<file path="src/rtl/imem_fetch_ctrl.sv">
// rtl/imem_fetch_ctrl.sv - instruction-memory loader and fetch PC controller
// Loads program words into imem, then sequences pc through RUN until a zero word halts it.
module imem_fetch_ctrl #(
    parameter int IMEM_WORDS = 64,
    parameter int PC_W       = 8
) (
    input  logic            clk,
    input  logic            reset,
    input  logic            load_valid,
    input  logic [31:0]     load_data,
    output logic            load_ready,
    input  logic            load_done,
    output logic            imem_we,
    output logic [5:0]      imem_waddr,
    output logic [31:0]     imem_wdata,
    output logic [PC_W-1:0] pc,
    input  logic [31:0]     instruction,
    input  logic            stall,
    input  logic            branch_taken,
    input  logic [15:0]     branch_off,
    input  logic            jump,
    input  logic [25:0]     jump_target,
    input  logic            restart,
    output logic            cpu_en,
    output logic            halted,
    output logic [15:0]     fetch_count
);

    localparam int WPTR_W = $clog2(IMEM_WORDS + 1);
    localparam logic [WPTR_W-1:0] WPTR_FULL = WPTR_W'(IMEM_WORDS);

    typedef enum logic [1:0] {
        ST_LOAD,
        ST_RUN,
        ST_HALT
    } state_t;

    state_t            state, state_nxt;
    logic [WPTR_W-1:0] wptr, wptr_nxt;
    logic [PC_W-1:0]   pc_q, pc_nxt;
    logic [15:0]       fc_q, fc_nxt;
    logic              armed;

    logic [31:0]        pc_ext;
    logic [31:0]        seq_addr;
    logic [31:0]        br_addr;
    logic [27:0]        jmp_addr;
    logic [WPTR_W+5:0]  wptr_ext;
    logic [15:0]        fc_inc;
    logic               load_full;

    // Target addresses are formed wide and truncated, giving modulo-2^PC_W wrap for free.
    assign pc_ext    = 32'(pc_q);
    assign seq_addr  = pc_ext + 32'd4;
    assign br_addr   = seq_addr + {{14{branch_off[15]}}, branch_off, 2'b00};
    assign jmp_addr  = {jump_target, 2'b00};
    assign wptr_ext  = {6'b0, wptr};
    assign fc_inc    = (fc_q == 16'hFFFF) ? fc_q : fc_q + 16'd1;
    assign load_full = (wptr >= WPTR_FULL);

    assign pc          = pc_q;
    assign fetch_count = fc_q;

    always_ff @(posedge clk or posedge reset) begin
        if (reset) begin
            state <= ST_LOAD;
            wptr  <= '0;
            pc_q  <= '0;
            fc_q  <= '0;
            armed <= 1'b0;
        end else begin
            state <= state_nxt;
            wptr  <= wptr_nxt;
            pc_q  <= pc_nxt;
            fc_q  <= fc_nxt;
            armed <= 1'b1;
        end
    end

    always_comb begin
        state_nxt  = state;
        wptr_nxt   = wptr;
        pc_nxt     = pc_q;
        fc_nxt     = fc_q;
        load_ready = 1'b0;
        imem_we    = 1'b0;
        imem_waddr = wptr_ext[5:0];
        imem_wdata = load_data;
        cpu_en     = 1'b0;
        halted     = 1'b0;

        case (state)
            ST_LOAD: begin
                // armed keeps the loader quiet until the first edge out of reset
                load_ready = armed && !load_full;
                imem_we    = load_valid && load_ready;
                if (imem_we) begin
                    wptr_nxt = wptr + WPTR_W'(1);
                end
                if (load_done) begin
                    state_nxt = ST_RUN;
                    pc_nxt    = '0;
                end
            end
            ST_RUN: begin
                cpu_en = 1'b1;
                if (!stall) begin
                    if (instruction == 32'h0) begin
                        state_nxt = ST_HALT;
                    end else begin
                        fc_nxt = fc_inc;
                        if (jump) begin
                            pc_nxt = jmp_addr[PC_W-1:0];
                        end else if (branch_taken) begin
                            pc_nxt = br_addr[PC_W-1:0];
                        end else begin
                            pc_nxt = seq_addr[PC_W-1:0];
                        end
                    end
                end
            end
            ST_HALT: begin
                halted = 1'b1;
                if (restart) begin
                    state_nxt = ST_RUN;
                    pc_nxt    = '0;
                    fc_nxt    = '0;
                end
            end
            default: begin
                state_nxt = ST_LOAD;
            end
        endcase
    end

endmodule

</file>
<file path="config.mk">
export PLATFORM = sky130hd
export DESIGN_NAME = imem_fetch_ctrl
export DESIGN_NICKNAME = d
export VERILOG_FILES = /design/src/rtl/imem_fetch_ctrl.sv
export SDC_FILE = /design/constraint.sdc
export NUM_CORES = 1
export LEC_CHECK = 0
export ABC_AREA = 1
export BUFFER_PORTS_ARGS = -buffer_cell sky130_fd_sc_hd__buf_2
export CAP_MARGIN = 40
export CORE_UTILIZATION = 42
export DETAILED_ROUTE_END_ITERATION = 10
export PLACE_DENSITY = 0.81
export SLEW_MARGIN = 20
export SYNTH_ARGS = -nofsm -noshare
export SYNTH_HDL_FRONTEND = slang
export SYNTH_SLANG_ARGS = --single-unit
</file>
<file path="constraint.sdc">
create_clock -name clk -period 2.1 [get_ports clk]
set_clock_uncertainty 0.05 [all_clocks]
set_input_delay 0.105 -clock clk [delete_from_list [all_inputs] [get_ports clk]]
set_output_delay 0.105 -clock clk [all_outputs]
set_load 0.05 [all_outputs]
</file>
==> results of run 1 <==
==> worst reg2reg max path, cell delays in order (launching register included) <==
cell and delay, ns:
dfrtp_2 0.42, ha_4 0.15, nand3_1 0.11, xnor2_2 0.23
ha_4 0.25, a21oi_2 0.18, nand2_1 0.07, nand2_1 0.08
nand3_1 0.07, nand2_1 0.10, nand3_2 0.07, nand2_1 0.07
nand2_1 0.05
==> worst max-delay path by stage <==
stage               start  endpoint  slack, ns  cells past startpoint
global placement    pc[2]     pc[6]       0.08                     11
floorplan           pc[2]     pc[7]     -0.005                     12
finish              pc[2]     pc[7]        0.1                     12
global route        pc[2]     pc[7]      -0.03                     14
CTS                 pc[2]     pc[6]       0.03                     11
detailed placement  pc[2]     pc[7]       0.05                     12
==> Yosys cell counts (2+ instances only) <==
| library cell | number | area (µm²) |
|---|---|---|
| xor2_1 | 15 | 131 |
| or2_2 | 2 | 12.5 |
| conb_1 | 2 | 7.51 |
| buf_2 | 2 | 10.0 |
| xnor2_1 | 6 | 52.6 |
| o21ai_0 | 5 | 25.0 |
| nand4_1 | 2 | 12.5 |
| nand3_1 | 32 | 160 |
| nor2_1 | 63 | 236 |
| inv_2 | 3 | 11.3 |
| nand2_2 | 2 | 12.5 |
| ha_1 | 8 | 100 |
| buf_4 | 41 | 308 |
| a21oi_1 | 7 | 35.0 |
| nand2_1 | 112 | 420 |
| nor2_4 | 2 | 22.5 |
| inv_1 | 19 | 71.3 |
| dfrtp_1 | 32 | 801 |
| nor2_2 | 3 | 18.8 |
| nand2_4 | 2 | 22.5 |
==> kinds of logic (layout without fill, tap and decap cells) <==
logic type	Yosys count	count (layout)	share of synthesized area, %
simple gates	224	224	36.7
buf+inv	68	123	16.0
flops	32	32	30.7
xor+xnor	21	21	7.04
compound gates	19	19	4.65
fa+ha+maj	9	9	4.60
other cells	2	3	0.287
==> area by class of cell <==
type,instances,share of cell area (%)
Clock inverter,3,0.616
Inverter,23,2.83
Timing Repair Buffer,92,16.2
Multi-Input combinational cell,276,48.6
Sequential cell,32,26.4
Clock buffer,5,2.26
Tap cell,75,3.08
==> cell usage in the layout (no fill, tap or decap), drive strengths merged, types with 3 or more instances in the layout <==
master / Yosys / routed
a21oi: 8 / 8
nor2: 69 / 69
clkbuf: 1 / 5
xor2: 15 / 15
clkinv: 1 / 4
xnor2: 6 / 6
nand2: 116 / 116
ha: 8 / 8
conb: 2 / 3
o21ai: 7 / 7
nand3: 33 / 33
inv: 22 / 22
buf: 44 / 91
dfrtp: 32 / 32
==> metal layers <==
layer | track usage, % | part of all wire (%) | vias up
met2 | 33.4 | 50 | 54
li1 | - | - | 1240
met3 | 3.82 | 5.0 | 20
met1 | 20.8 | 44 | 1075
met4 | 7.14 | 1.5 | 0
met5 | 0 | 0 | -
==> repair_timing <==
| action | CTS | global route |
|---|---|---|
| setup endpoints to repair | 0 | 2 |
| buffers inserted | 0 | 3 |
| endpoints found under the hold margin | 32 | 0 |
| gates resized for setup | 0 | 13 |
| hold buffers | 1 | 0 |
==> where the power goes <==
group | switching, mW | total [mW] | internal [mW]
clock network | 0.229 | 0.460 | 0.230
registers | 0.198 | 0.962 | 0.764
logic | 1.45 | 2.11 | 0.663
==> per-stage QoR <==
step                      power, mW  utilization, %
final                          3.53            51.1
after global routing           3.83            51.1
after CTS                      3.43            49.3
after detailed placement       2.95            47.6
after global placement         2.89            47.6
after floorplan                2.72               -
==> sequential cells by signal (all words and copies together), names as in the netlist <==
name	cells
pc	6
state	2
fetch_count	16
armed	1
wptr	7
==> impl_metrics.env, run 1 <==
export IMPL_cp_common_cell="nand2_1"
export IMPL_die_w_um=80.9
export IMPL_synth_seq_cells=32
export IMPL_routed_wl_um=5770
export IMPL_drt_initial_drc_count=101
export IMPL_fin_tns_setup_ns=0
export IMPL_dp_hpwl_um=4400
export IMPL_slowest_stage="dfrtp_2"
export IMPL_final_area_mm2=0.00305
export IMPL_peakVddDrop_v=0.000719
export IMPL_layout_drive_gt1_share_pct=30.2
export IMPL_power_density_mw_per_mm2=1160
export IMPL_hold_start="jump_target[2]"
export IMPL_cts_buffer_depth=2
export IMPL_grt_pass1_wl_um=9450
export IMPL_placed_cell_area_mm2=0.00284
export IMPL_cts_sinks=32
export IMPL_status="complete, no violations"
export IMPL_syn_to_final_growth_pct=16.6
export IMPL_cts_root_buf="clkbuf_8"
export IMPL_crit_family="simple AND/OR/NAND/NOR gates"
export IMPL_relSlewSlack_pct=50.0
export IMPL_worst_path_buf_inv=0
export IMPL_die_area_mm2=0.00654
export IMPL_fill_cells=602
export IMPL_path_cells="ha_4 -> nand3_1 -> xnor2_2 -> ha_4 -> a21oi_2 -> nand2_1 -> nand2_1 -> nand3_1 -> nand2_1 -> nand3_2 -> nand2_1 -> nand2_1"
export IMPL_start_util_pct=43.9
export IMPL_synth_cell_type_count=35
export IMPL_vias=2389
export IMPL_multiInputGateArea_mm2=0.00148
export IMPL_grt_usage_pct=18.4
export IMPL_timing_hold_violations_final=0
export IMPL_start_kind="register"
export IMPL_yosysSeqAreaShare_pct=30.7
export IMPL_num_rows=28
export IMPL_setup_slack_ns=0.0993
export IMPL_ant_nets=0
export IMPL_avgSynthCellArea_um2=6.97
export IMPL_synth_edf_count=0
export IMPL_drc=0
export IMPL_dp_slack_ns=0.0493
export IMPL_rsz0062_at_grt="yes"
export IMPL_r2r_start="pc[2]"
export IMPL_clkTransAtPathRegs_ns=0.07
export IMPL_core_area_mm2=0.00596
export IMPL_worstPathRequired_ns=2.22
export IMPL_grt_pass1_vias=2216
export IMPL_io_pins=180
export IMPL_hold_depth=3
export IMPL_netlist_area_mm2=0.00261
export IMPL_slowest_delay_ns=0.42
export IMPL_min_period_ns=2.00
export IMPL_place_gp_congestion=0.909
export IMPL_first_pass_iters=4
export IMPL_stdcell_count=506
export IMPL_p_leak_nw=1.63
export IMPL_cp_arrival_ns=2.12
export IMPL_viasPerCell=4.72
export IMPL_r2r_cells=12
export IMPL_max_cap_violations=0
export IMPL_worst_path_max_fanout=4
export IMPL_numCtsBuffers=5
export IMPL_wl_per_cell_um=11.4
export IMPL_worst_hold_slack_ns=0.0215
export IMPL_hp_class="in2reg"
export IMPL_slew_viol_final=0
export IMPL_min_to="pc[4]"
export IMPL_grt_ovfl_total=0
export IMPL_grt_start_max_net_pins=33
export IMPL_die_h_um=80.9
export IMPL_portBuffers=83
export IMPL_yosysWarnings=0
export IMPL_clock_fmax_mhz=500
export IMPL_syn_instance_count=375
export IMPL_dpl_cell_count=494
export IMPL_tightestPinTransition_ns=0.750
export IMPL_synth_ff_type="dfrtp_1"
export IMPL_cts_tree="built"
export IMPL_synthArstFlopShare_pct=100
export IMPL_criticalPathCategory="reg2reg"
export IMPL_clkLatencyLatePin_ns=0.28
export IMPL_finalSetupViolations=0
export IMPL_timing_rr_end="pc[7]"
export IMPL_r2r_slack_ns=0.1
export IMPL_period_share_pct=95.3
export IMPL_htreeDepth=2
export IMPL_regArea_um2=803
export IMPL_grt_antenna_before_repair=0
export IMPL_worstSetupEndpointType="register"
export IMPL_nets=553
export IMPL_antenna_diode_count=0
Power figures use the tool's default switching activity.
==> run 2: changes to the inputs <==
--- a/config.mk
+++ b/config.mk
@@ -8,7 +8,9 @@
 export ABC_AREA = 1
 export BUFFER_PORTS_ARGS = -buffer_cell sky130_fd_sc_hd__buf_2
 export CAP_MARGIN = 40
+export CORE_MARGIN = 5
 export CORE_UTILIZATION = 42
+export CTS_CLUSTER_SIZE = 20
 export DETAILED_ROUTE_END_ITERATION = 10
 export PLACE_DENSITY = 0.81
 export SLEW_MARGIN = 20
==> run 2 against run 1 <==
Setup slack worse by 0.024 ns. Hold slack better by 0.0036 ns. Critical path type unchanged. Critical endpoint unchanged. Via count up 1.3%.
==> impl_metrics.env, run 2 (synthesis results as in run 1) <==
export IMPL_status="complete, no violations"
export IMPL_power_density_mw_per_mm2=1170
export IMPL_timing_rr_end="pc[7]"
export IMPL_final_cell_mix="110 x nand2_1, 83 x buf_2, 63 x nor2_1, 30 x nand3_1, 30 x dfrtp_1"
export IMPL_nets=553
export IMPL_start_util_pct=43.6
export IMPL_criticalPathCategory="reg2reg"
export IMPL_antenna_diode_count=0
export IMPL_p_leak_nw=1.61
export IMPL_layout_drive_gt1_share_pct=29.9
export IMPL_finalSetupViolations=0
export IMPL_rsz0062_at_grt="yes"
export IMPL_die_h_um=88.9
export IMPL_largest_register_ffs=16
export IMPL_drc=0
export IMPL_grt_start_max_net_pins=33
export IMPL_multiInputGateArea_mm2=0.00148
export IMPL_die_w_um=88.9
export IMPL_worstSetupEndpointType="register"
export IMPL_viasPerCell=4.78
export IMPL_routed_wl_um=6350
export IMPL_grt_pass1_wl_um=10100
export IMPL_htreeDepth=2
export IMPL_hold_depth=3
export IMPL_numCtsBuffers=5
export IMPL_die_area_mm2=0.00790
export IMPL_relSlewSlack_pct=49.8
export IMPL_start_kind="register"
export IMPL_worst_path_max_fanout=5
export IMPL_grt_ovfl_total=0
export IMPL_clkLatencyLatePin_ns=0.28
export IMPL_final_common_cell="nand2_1"
export IMPL_switching_share_pct=53.0
export IMPL_core_area_mm2=0.00599
export IMPL_clkTransAtPathRegs_ns=0.07
export IMPL_cp_arrival_ns=2.15
export IMPL_placed_cell_area_mm2=0.00283
export IMPL_ant_nets=0
export IMPL_io_pins=180
export IMPL_max_cap_violations=0
export IMPL_vias=2420
export IMPL_regArea_um2=803
export IMPL_drt_initial_drc_count=92
export IMPL_dpl_cell_count=493
export IMPL_dp_hpwl_um=4810
export IMPL_syn_to_final_growth_pct=16.0
export IMPL_slew_viol_final=0
export IMPL_fin_tns_setup_ns=0
export IMPL_min_period_ns=2.02
export IMPL_place_gp_congestion=0.818
export IMPL_final_util_pct=50.6
export IMPL_cts_tree="built"
export IMPL_fill_cells=595
export IMPL_p_seq_share_pct=27.2
export IMPL_final_area_mm2=0.00303
export IMPL_clockPowerShare_pct=12.7
export IMPL_grt_pass1_vias=2341
export IMPL_r2r_cells=14
export IMPL_power_internal_mw=1.67
export IMPL_worstPathRequired_ns=2.22
export IMPL_grt_antenna_before_repair=0
export IMPL_grt_usage_pct=15.9
export IMPL_worst_hold_slack_ns=0.0251
export IMPL_cts_buffer_depth=2
export IMPL_hp_class="in2reg"
export IMPL_num_rows=28
export IMPL_power_frac_comb_pct=60.2
export IMPL_clock_fmax_mhz=494
export IMPL_r2r_start="pc[2]"
export IMPL_portBuffers=83
export IMPL_cts_root_buf="clkbuf_8"
export IMPL_min_to="pc[4]"
export IMPL_stdcell_count=506
export IMPL_peakVddDrop_v=0.000631
export IMPL_tightestPinTransition_ns=0.752
export IMPL_period_share_pct=96.4
export IMPL_timing_hold_violations_final=0
export IMPL_first_pass_iters=5
export IMPL_cts_sinks=32
export IMPL_cp_startpoint="pc[2]"
export IMPL_wl_per_cell_um=12.5
export IMPL_hold_start="jump_target[2]"
export IMPL_r2r_slack_ns=0.08
export IMPL_power_switching_mw=1.88
[run 2: cell types whose count changed in the layout (fill, tap and decap cells not counted), sizes merged]
cell    before  now
clkbuf       5    7
clkinv       4    2
[run 2: routing by layer]
layer	part of all wire (%)	GRT usage (%)
met5	0	0
met4	1.3	6.18
met3	6.7	3.82
met2	52	28.6
met1	40	18.1
[run 2: per-stage QoR]
step	worst slack [ns]	power, mW
after floorplan	-0.00510	2.72
after global placement	0.0975	2.89
after detailed placement	0.0249	2.96
after CTS	0.00194	3.42
after global routing	-0.129	3.84
final	0.0752	3.55
[run 2: cell type report]
cell class	instances	share of cell area, %
Clock buffer	7	2.52
Multi-Input combinational cell	276	48.7
Timing Repair Buffer	92	16.1
Sequential cell	32	26.5
Clock inverter	1	0.165
Tap cell	75	3.10
Inverter	23	2.85
[run 2: worst max-delay path, stage by stage (launching register included)]
cell and delay (ns):
dfrtp_2 0.44, buf_6 0.14, nand3_2 0.08, xor2_2 0.18, inv_1 0.10, ha_4 0.29, nand2_1 0.05, inv_1 0.04
nand3_1 0.09, nand3_1 0.11, nand3_1 0.09, nand2_1 0.07, nand3_1 0.08, nand2_1 0.07, nand2_1 0.05
[run 2: power by group through the flow]
stage	Clock [mW]	Sequential, mW	Combinational, mW
2_1_floorplan	0	1.24	1.49
3_3_place_gp	0	0.947	1.94
3_5_place_dp	0	0.952	2.00
4_1_cts	0.461	0.946	2.01
5_1_grt	0.499	0.990	2.36
6_report	0.450	0.964	2.13
[run 2: how the worst max path moves through the flow]
stage / end / slack, ns / cells past startpoint
global placement: pc[6] / 0.1 / 11
detailed placement: pc[6] / 0.02 / 11
finish: pc[7] / 0.08 / 14
CTS: pc[6] / 0.002 / 11
global route: pc[7] / -0.13 / 14
floorplan: pc[7] / -0.005 / 12
[run 2: repair_timing]
item	CTS	global route
hold buffers	1	0
hold endpoints to repair	32	0
endpoints found under the setup margin	0	2
resized for setup	0	13
buffers inserted	0	4
==> run 3: changes to the inputs <==
--- a/config.mk
+++ b/config.mk
@@ -9,10 +9,11 @@
 export BUFFER_PORTS_ARGS = -buffer_cell sky130_fd_sc_hd__buf_2
 export CAP_MARGIN = 40
 export CORE_MARGIN = 5
-export CORE_UTILIZATION = 42
+export CORE_UTILIZATION = 45
 export CTS_CLUSTER_SIZE = 20
 export DETAILED_ROUTE_END_ITERATION = 10
-export PLACE_DENSITY = 0.81
+export GPL_TIMING_DRIVEN = 0
+export PLACE_DENSITY = 0.86
 export SLEW_MARGIN = 20
 export SYNTH_ARGS = -nofsm -noshare
 export SYNTH_HDL_FRONTEND = slang
==> constraint.sdc (replaced) <==
create_clock -name clk -period 2.5 [get_ports clk]
set_clock_uncertainty 0.05 [all_clocks]
set_input_delay 0.125 -clock clk [delete_from_list [all_inputs] [get_ports clk]]
set_output_delay 0.125 -clock clk [all_outputs]
set_load 0.05 [all_outputs]
==> run 3 against run 2 <==
Non-clock buffer count grew 68. Critical path depth shrank 3. Maximum frequency shrank 8.7%. Clock power grew 20%. Count of clock-buffer cells in the layout is the same. Sequential power shrank 16%. Cell count grew 13%. First-iteration DRC count grew 51%. Via count grew 10%. Largest power group unchanged. Sequential cell count is the same. Combinational power shrank 12%.
==> impl_metrics.env, run 3 (synthesis results as in run 1) <==
export IMPL_cp_startpoint="pc[2]"
export IMPL_timing_hold_violations_final=0
export IMPL_io_pins=180
export IMPL_tightestPinTransition_ns=0.665
export IMPL_cts_setup_buffers=0
export IMPL_timing_rr_end="pc[6]"
export IMPL_routed_wl_um=6510
export IMPL_power_frac_comb_pct=58.1
export IMPL_cts_root_buf="clkbuf_8"
export IMPL_relSlewSlack_pct=55.6
export IMPL_critPathCapture="pc[6]"
export IMPL_hp_class="in2reg"
export IMPL_r2r_cells=11
export IMPL_largest_register_ffs=16
export IMPL_syn_to_final_growth_pct=30.7
export IMPL_core_area_mm2=0.00557
export IMPL_ant_nets=0
export IMPL_min_period_ns=2.22
export IMPL_r2r_slack_ns=0.28
export IMPL_layout_drive_gt1_share_pct=37.1
export IMPL_final_common_cell="buf_2"
export IMPL_slowest_delay_ns=0.47
export IMPL_dp_hpwl_um=5370
export IMPL_start_util_pct=46.9
export IMPL_cts_buffer_depth=2
export IMPL_peakVddDrop_v=0.000678
export IMPL_numCtsBuffers=5
export IMPL_path_cells="ha_1 -> fa_1 -> nand2_1 -> nand2_1 -> a21oi_1 -> or2_2 -> nand3_1 -> nand2_1 -> nand2_1 -> nand2_1 -> nand2_1"
export IMPL_num_rows=27
export IMPL_fill_cells=511
export IMPL_htreeDepth=2
export IMPL_r2r_start="pc[2]"
export IMPL_clock_fmax_mhz=451
export IMPL_grt_pass1_wl_um=10400
export IMPL_slew_viol_final=0
export IMPL_worstPathRequired_ns=2.63
export IMPL_vias=2668
export IMPL_wl_per_cell_um=11.4
export IMPL_p_seq_share_pct=25.2
export IMPL_clockPowerShare_pct=16.7
export IMPL_start_kind="register"
export IMPL_antenna_diode_count=0
export IMPL_worstSetupEndpointType="register"
export IMPL_viasPerCell=4.67
export IMPL_cp_common_cell="nand2_1"
export IMPL_dpl_cell_count=562
export IMPL_die_h_um=86.2
export IMPL_power_switching_mw=1.64
export IMPL_first_pass_iters=5
export IMPL_slowest_stage="dfrtp_1"
export IMPL_cts_sinks=32
export IMPL_stdcell_count=571
export IMPL_fin_tns_setup_ns=0
export IMPL_final_cell_mix="116 x buf_2, 112 x nand2_1, 63 x nor2_1, 41 x buf_4"
export IMPL_switching_share_pct=51.0
export IMPL_p_leak_nw=1.92
export IMPL_nets=621
export IMPL_cts_tree="built"
export IMPL_cp_arrival_ns=2.35
export IMPL_power_internal_mw=1.58
export IMPL_grt_ovfl_total=0
export IMPL_place_gp_congestion=0.951
export IMPL_grt_usage_pct=17.2
export IMPL_grt_pass1_vias=2474
export IMPL_status="complete, no violations"
export IMPL_criticalPathCategory="reg2reg"
export IMPL_period_share_pct=88.7
export IMPL_finalSetupViolations=0
export IMPL_worst_path_max_fanout=8
export IMPL_grt_antenna_before_repair=0
export IMPL_clkTransAtPathRegs_ns=0.07
export IMPL_portBuffers=114
export IMPL_drc=0
export IMPL_max_cap_violations=0
export IMPL_grt_start_max_net_pins=33
export IMPL_drt_initial_drc_count=139
export IMPL_die_area_mm2=0.00743
export IMPL_rsz0062_at_grt="no"
export IMPL_die_w_um=86.2
export IMPL_power_density_mw_per_mm2=943
export IMPL_clkLatencyLatePin_ns=0.28
==> run 3: cell types whose count changed in the layout (fill, tap and decap cells not counted), moves of 3 or more <==
cell / change
ha_1: +4
buf_4: +34
buf_2: +33
ha_4: -3
==> run 3: cell type report <==
class	count	area [µm²]	share of cell area [%]
Buffer	45	333	9.75
Tap cell	72	90.1	2.64
Inverter	23	86.3	2.53
Clock buffer	7	96.3	2.82
Multi-Input combinational cell	276	1400	40.9
Timing Repair Buffer	115	581	17.0
Clock inverter	1	30.0	0.880
Sequential cell	32	801	23.5
==> run 3: critical path, delay by kind of cell (launching register included) <==
kind / cells / cell delay (ns)
adders and majority gates: 2 / 0.82
and+or+nand+nor: 8 / 0.61
DFF: 1 / 0.47
AOI/OAI and AO/OA: 1 / 0.16
==> run 3: per-stage QoR <==
stage | util [%] | cell area (µm²) | total power, mW | hold WS [ns] | setup WS (ns)
final | 61.2 | 3410 | 3.22 | 0.0383 | 0.281
after global routing | 61.2 | 3410 | 3.46 | 0.0422 | 0.125
after CTS | 61.2 | 3410 | 3.26 | 0.0271 | 0.284
after detailed placement | 58.8 | 3280 | 2.70 | 0.225 | 0.310
after global placement | 58.8 | 3280 | 2.64 | 0.328 | 0.379
after floorplan | - | 2620 | 2.28 | 0.191 | 0.205
==> run 3: worst min path at each step <==
stage,startpoint,to,slack [ns],cells after the start
5_1_grt,stall,state[0],0.04,3
3_3_place_gp,jump_target[2],pc[4],0.33,3
4_1_cts,jump_target[2],pc[4],0.03,3
6_report,jump_target[2],pc[4],0.04,3
3_5_place_dp,reset,fetch_count[2],0.22,2
2_1_floorplan,reset,armed,0.19,1
==> run 3: layer usage <==
layer | up-vias | global-route usage (%) | wire, µm
met5 | - | 0 | 0
met1 | 1182 | 19.8 | 2490
met4 | 0 | 7.51 | 87
li1 | 1377 | - | -
met2 | 101 | 30.7 | 3300
met3 | 8 | 3.52 | 630
==> run 3: power groups by stage <==
stage / logic (mW) / registers [mW] / clock network (mW)
6_report: 1.87 / 0.811 / 0.538
4_1_cts: 1.89 / 0.811 / 0.559
3_3_place_gp: 1.83 / 0.816 / 0
2_1_floorplan: 1.25 / 1.04 / 0
5_1_grt: 2.05 / 0.837 / 0.578
3_5_place_dp: 1.88 / 0.819 / 0
==> run 3: what timing repair did <==
item / in CTS / in global routing
hold buffers: 1 / 0
resized for setup: 0 / 0
endpoints found under the setup margin: 0 / 0
endpoints found under the hold margin: 32 / 0
